===== config.mk =====
export PLATFORM = sky130hd
export DESIGN_NAME = mfp_bot_upd_arb
export DESIGN_NICKNAME = d
export VERILOG_FILES = /design/src/rtl/mfp_bot_upd_arb.sv
export SDC_FILE = /design/constraint.sdc
export NUM_CORES = 1
export LEC_CHECK = 0
export BUFFER_PORTS_ARGS = -buffer_cell sky130_fd_sc_hd__buf_4
export CAP_MARGIN = 20
export CORE_MARGIN = 4
export CORE_UTILIZATION = 35
export CTS_BUF_LIST = sky130_fd_sc_hd__clkbuf_4
export DETAILED_ROUTE_END_ITERATION = 7
export HOLD_SLACK_MARGIN = 0.05
export PLACE_DENSITY = 0.65
export SLEW_MARGIN = 20
export SYNTH_ARGS = -nofsm -noshare
export SYNTH_HDL_FRONTEND = slang
export SYNTH_SLANG_ARGS = --single-unit

===== constraint.sdc =====
create_clock -name HCLK -period 1.6 [get_ports HCLK]
set_input_delay 0.16 -clock HCLK [delete_from_list [all_inputs] [get_ports HCLK]]
set_output_delay 0.16 -clock HCLK [all_outputs]
set_load 0.05 [all_outputs]

===== src/rtl/mfp_bot_upd_arb.sv =====
// Two-rojobot update arbiter: round-robin grant to the CPU, int_ack pulse per bot.
// Define MFP_BOT_ARB_TIMEOUT_EN to abandon grants not acknowledged within ACK_TIMEOUT cycles.
module mfp_bot_upd_arb #(
  parameter int unsigned ACK_TIMEOUT = 1023
) (
  input  logic        HCLK,
  input  logic        HRESETn,
  input  logic        upd_req0,
  input  logic        upd_req1,
  input  logic [31:0] bot_info0,
  input  logic [31:0] bot_info1,
  input  logic        cpu_ack,
  input  logic        ovr_clr,
  output logic        grant_valid,
  output logic        grant_id,
  output logic [31:0] grant_info,
  output logic        int_ack0,
  output logic        int_ack1,
  output logic [1:0]  overrun,
  output logic        timeout
);

  typedef enum logic [1:0] {
    S_IDLE,
    S_GRANT,
    S_ACK
  } state_t;

  state_t      r_state;
  state_t      w_state_nxt;

  logic [1:0]  r_req_prev;
  logic        r_armed;
  logic [1:0]  r_pending;
  logic [1:0]  r_overrun;
  logic        r_last;
  logic        r_gv;
  logic        r_gid;
  logic [31:0] r_ginfo;
  logic        r_ack0;
  logic        r_ack1;
  logic        r_to;

  logic [1:0]  w_req;
  logic [1:0]  w_rise;
  logic [1:0]  w_pend_clr;
  logic [1:0]  w_pend_nxt;
  logic [1:0]  w_ovr_nxt;
  logic        w_win;
  logic        w_last_nxt;
  logic        w_gv_nxt;
  logic        w_gid_nxt;
  logic [31:0] w_ginfo_nxt;
  logic        w_ack0_nxt;
  logic        w_ack1_nxt;
  logic        w_to_nxt;
  logic        w_expire;

  if (ACK_TIMEOUT < 1) begin : g_bad_timeout
    $error("ACK_TIMEOUT must be at least 1");
  end

  // r_armed masks the first edge after reset so a held level is not a rise
  assign w_req  = {upd_req1, upd_req0};
  assign w_rise = w_req & ~r_req_prev & {2{r_armed}};

`ifdef MFP_BOT_ARB_TIMEOUT_EN
  localparam int unsigned CW = $clog2(ACK_TIMEOUT + 1);

  logic [CW-1:0] r_cnt;
  logic [CW-1:0] w_cnt_inc;

  assign w_cnt_inc = r_cnt + CW'(1);
  assign w_expire  = (r_state == S_GRANT) && !cpu_ack &&
                     (w_cnt_inc == CW'(ACK_TIMEOUT));

  always_ff @(posedge HCLK or negedge HRESETn) begin
    if (!HRESETn) begin
      r_cnt <= '0;
    end else if (r_state != S_GRANT) begin
      r_cnt <= '0;
    end else begin
      r_cnt <= w_cnt_inc;
    end
  end
`else
  assign w_expire = 1'b0;
`endif

  always_comb begin
    w_state_nxt = r_state;
    w_pend_clr  = 2'b00;
    w_win       = 1'b0;
    w_last_nxt  = r_last;
    w_gv_nxt    = r_gv;
    w_gid_nxt   = r_gid;
    w_ginfo_nxt = r_ginfo;
    w_ack0_nxt  = 1'b0;
    w_ack1_nxt  = 1'b0;
    w_to_nxt    = 1'b0;
    unique case (r_state)
      S_IDLE: begin
        if (|r_pending) begin
          w_win       = (&r_pending) ? ~r_last : r_pending[1];
          w_gv_nxt    = 1'b1;
          w_gid_nxt   = w_win;
          w_ginfo_nxt = w_win ? bot_info1 : bot_info0;
          w_state_nxt = S_GRANT;
        end
      end
      S_GRANT: begin
        if (cpu_ack) begin
          w_state_nxt       = S_ACK;
          w_gv_nxt          = 1'b0;
          w_pend_clr[r_gid] = 1'b1;
          w_last_nxt        = r_gid;
          w_ack0_nxt        = ~r_gid;
          w_ack1_nxt        = r_gid;
        end else if (w_expire) begin
          w_state_nxt       = S_IDLE;
          w_gv_nxt          = 1'b0;
          w_pend_clr[r_gid] = 1'b1;
          w_last_nxt        = r_gid;
          w_to_nxt          = 1'b1;
        end
      end
      S_ACK: begin
        w_state_nxt = S_IDLE;
      end
      default: begin
        w_state_nxt = S_IDLE;
      end
    endcase
  end

  // a new rise beats a same-cycle clear, for both pending and overrun
  assign w_pend_nxt = (r_pending & ~w_pend_clr) | w_rise;
  assign w_ovr_nxt  = (r_overrun & ~{2{ovr_clr}}) |
                      (w_rise & r_pending & ~w_pend_clr);

  always_ff @(posedge HCLK or negedge HRESETn) begin
    if (!HRESETn) begin
      r_state    <= S_IDLE;
      r_req_prev <= 2'b00;
      r_armed    <= 1'b0;
      r_pending  <= 2'b00;
      r_overrun  <= 2'b00;
      r_last     <= 1'b1;
      r_gv       <= 1'b0;
      r_gid      <= 1'b0;
      r_ginfo    <= 32'h0;
      r_ack0     <= 1'b0;
      r_ack1     <= 1'b0;
      r_to       <= 1'b0;
    end else begin
      r_state    <= w_state_nxt;
      r_req_prev <= w_req;
      r_armed    <= 1'b1;
      r_pending  <= w_pend_nxt;
      r_overrun  <= w_ovr_nxt;
      r_last     <= w_last_nxt;
      r_gv       <= w_gv_nxt;
      r_gid      <= w_gid_nxt;
      r_ginfo    <= w_ginfo_nxt;
      r_ack0     <= w_ack0_nxt;
      r_ack1     <= w_ack1_nxt;
      r_to       <= w_to_nxt;
    end
  end

  assign grant_valid = r_gv;
  assign grant_id    = r_gid;
  assign grant_info  = r_ginfo;
  assign int_ack0    = r_ack0;
  assign int_ack1    = r_ack1;
  assign overrun     = r_overrun;
  assign timeout     = r_to;

endmodule


==> results by group <==
Outcome
  • Status: complete, but fails checks
  • Failing checks: negative setup slack

Clocking
  • Clock sinks: 46
  • TritonCTS Buffers: 5
  • CTS max path bufs: 2
  • Reg clk slew, reported paths: around 160 ps
  • CTS tree: built
  • Clk_lat worst skew: roughly 370 ps
  • Clk root buf: clkbuf_4
  • H-tree depth: 2
  • Post-CTS Setup Bufs: 0

STA
  • Max Clk Rate: between 600 and 700 MHz
  • Worst setup margin: -40.5 ps
  • Final setup fails: 16
  • Slew Viols, Final: 0
  • Hold Violations, Final: 0
  • Unrepaired setup endpoints after global routing: yes
  • Worst slew margin: about three fifths
  • Fin crit share: 103%
  • Worst slew pin tran: 580 ps
  • Worst hold slack: roughly 110 ps
  • Final worst path period need: approximately 1600 ps
  • Fin Clk Skew: 16.3 ps

Yosys
  • FF+latch count, synth: between 40 and 50
  • Post-synth EDFFs: 0
  • Leading register cell type out of synthesis: dfrtp_1
  • Top cell type's share of synthesized area: between 40% and 50%
  • Post-synth design cell area: 2330 µm²
  • Post-synth ARST share: 100%
  • Post-synth net total: 215
  • Unique cell type count in the Yosys netlist: 22
  • Synth Instances: approximately 150
  • Top cells by area, synth: dfrtp_1, mux2_4, mux2_2
  • Cell taking the most area after synthesis: dfrtp_1
  • Sequential fraction of the synthesis area: approximately 50%
  • Average size of a mapped cell: 16.1 µm²
  • Yosys warning total: 0

GRT
  • Initial antenna violation count: 0
  • All-layer global routing usage: between 10% and 20%
  • Global Route met2 Usage: a little under a fifth
  • Met3 usage: under 10%
  • GRT busiest layer: met2
  • Grt ovf: 0
  • Largest net degree at the start of global routing: 47
  • Met1 usage: approximately 16%
  • Vias in the first global route: around 1600
  • First-pass GRT wire length: 7670 µm

Finish
  • FILL cells: 579
  • Finished Cell Area: 3380 µm²
  • Synthesis-to-finish area growth: 44.8%
  • Share of cells above drive strength 1: 72.1%
  • Fin nets: between 300 and 400
  • Utilization after layout: 52.6%
  • Final Non-Filler Cells: 339
  • Ant diodes: 0

Critical path
  • FF-to-FF Start: r_last
  • Req. time, crit path: between 1500 and 2000 ps
  • CP Max Fanout: 16
  • Crit path capture type: flip-flop
  • Crit start category: flip-flop
  • Type of the worst setup path: reg -> reg
  • Worst Setup SP: r_last
  • Critical Path AT: 1890 ps

Placed design
  • Placer Congestion: roughly 0.74
  • Detailed Place HPWL: between 3000 and 4000 µm
  • Post-DP Area: between 3000 and 4000 µm²
  • Port bufs: around 110
  • Placed cells: around 330

Power
  • Peak supply drop: approximately 1.2 mV
  • NetSw: 0.00362 W
  • PD cells: between 2000 and 2500 nW/µm²
  • Comb power frac: between 60% and 70%
  • Leak: between 1.5 and 2 nW
  • Sw Share: between 40 and 50%
  • Seq pwr share: around 25%
  • Internal power: approximately 0.0046 W
  • Clock power frac: about 7.1%

Worst hold path
  • Hold_sp: cpu_ack
  • Hold/Removal Path Class: in -> reg

Route
  • DRC Markers: 0
  • Via count: ~1500
  • Remaining antenna violation count: 0
  • DR iter-0 viols: 60
  • Routed vias/inst: 4.55
  • Drt total wl: approximately 4900 µm
  • Per-cell routed wire length: about 15 µm
  • Pre-antenna DRT Iters: 4

Flow run
  • Max-capacitance violation count: 0

Floorplanning
  • Die width: between 80 and 90 µm
  • I/O pin cnt: ~110
  • Die height: between 80 and 90 µm
  • Initial core utilization: between 30% and 40%
  • Rows: 29
  • Core Area: around 6400 µm²
  • Die area: around 8000 µm²
[state kept, by name, summed over array words and instances, names as in the netlist, 2 cells and up]
register	flops
overrun	2
r_req_prev	2
r_pending	2
r_state	2
grant_info	32
[placed cells by master, fill, tap and decap left out, drive strengths merged]
cell	instances
or2	1
dlygate4sd3	4
nor3	1
clkinvlp	1
nand4b	1
a21bo	1
nor2	2
conb	2
o22ai	2
o21ai	1
inv	6
clkbuf	5
nor3b	1
nand3b	3
clkinv	1
nand2	5
a21o	1
mux2	64
dfrtp	45
buf	113
dfstp	1
o32ai	1
[synthesized netlist by cell type (2+ instances only)]
cell type,number
inv_1,5
buf_4,3
mux2_2,6
nand3b_1,3
buf_8,3
mux2_4,58
o22ai_1,2
dfrtp_1,45
nor2_1,2
conb_1,2
nand2_1,5
[cells by family after synthesis]
| logic type | count (synthesis) | synth area share (%) |
|---|---|---|
| buffers and inverters | 13 | 4.40 |
| muxes | 64 | 40.2 |
| AOI/OAI and AO/OA | 6 | 1.88 |
| and+or+nand+nor | 14 | 3.76 |
| other | 2 | 0.322 |
| DFF | 46 | 49.4 |
[stage by stage]
step                      setup slack, ps  total power (W)  setup TNS, ps
after floorplan                      43.3          0.00617              0
after global placement               2.03          0.00745              0
after detailed placement            -35.0          0.00747          -86.0
after CTS                           -39.1          0.00826           -491
after global routing                -83.3          0.00862          -1600
final                               -40.5          0.00819           -408
[worst max-delay path: stages, from the launching register on]
cell and delay (ps):
dfstp_2 570, a21bo_4 190, buf_12 190, mux2_4 310, mux2_4 260
[final cells by class]
| type | count | area, µm² | share of cell area [%] |
|---|---|---|---|
| Sequential cell | 46 | 1150 | 34.1 |
| Multi-Input combinational cell | 86 | 1100 | 32.6 |
| Timing Repair Buffer | 117 | 946 | 28.0 |
| Tap cell | 77 | 96.3 | 2.85 |
| Clock buffer | 5 | 37.5 | 1.11 |
| Clock inverter | 3 | 25.0 | 0.741 |
| Inverter | 5 | 18.8 | 0.556 |
[path summary, 6_finish.rpt]
check                                  to  slack, ps  depth (start not counted)
setup / recovery           grant_info[14]        -40                          4
hold / removal                     r_last        110                          3
setup reg to reg           grant_info[14]        -40                          4
hold reg to reg                    r_last        490                          2
max in group asynchronous  grant_info[13]        880                          2
min in group asynchronous   r_req_prev[1]        310                          2
[what timing repair did]
action                                  in CTS  in global routing
gates resized for setup                      5                  2
endpoints found under the setup margin      32                 32
cloned                                       1                  0
pin swaps                                    1                  0
hold buffers                                 4                  0
hold endpoints to repair                    51                  0
[layer usage]
layer  wire length, µm  up-vias
li1                  -      733
met1              2110      741
met2              2280       63
met3               492        7
met4                57        0
met5                 0        -
[power by group through the flow]
stage	Clock (W)	Combinational (W)	Sequential, W
final	0.000582	0.00556	0.00205
after floorplan	0	0.00253	0.00365
after global routing	0.000676	0.00581	0.00213
after CTS	0.000615	0.00560	0.00205
after detailed placement	0	0.00542	0.00205
after global placement	0	0.00539	0.00206
Note: power is estimated with default switching activity, not from simulation.
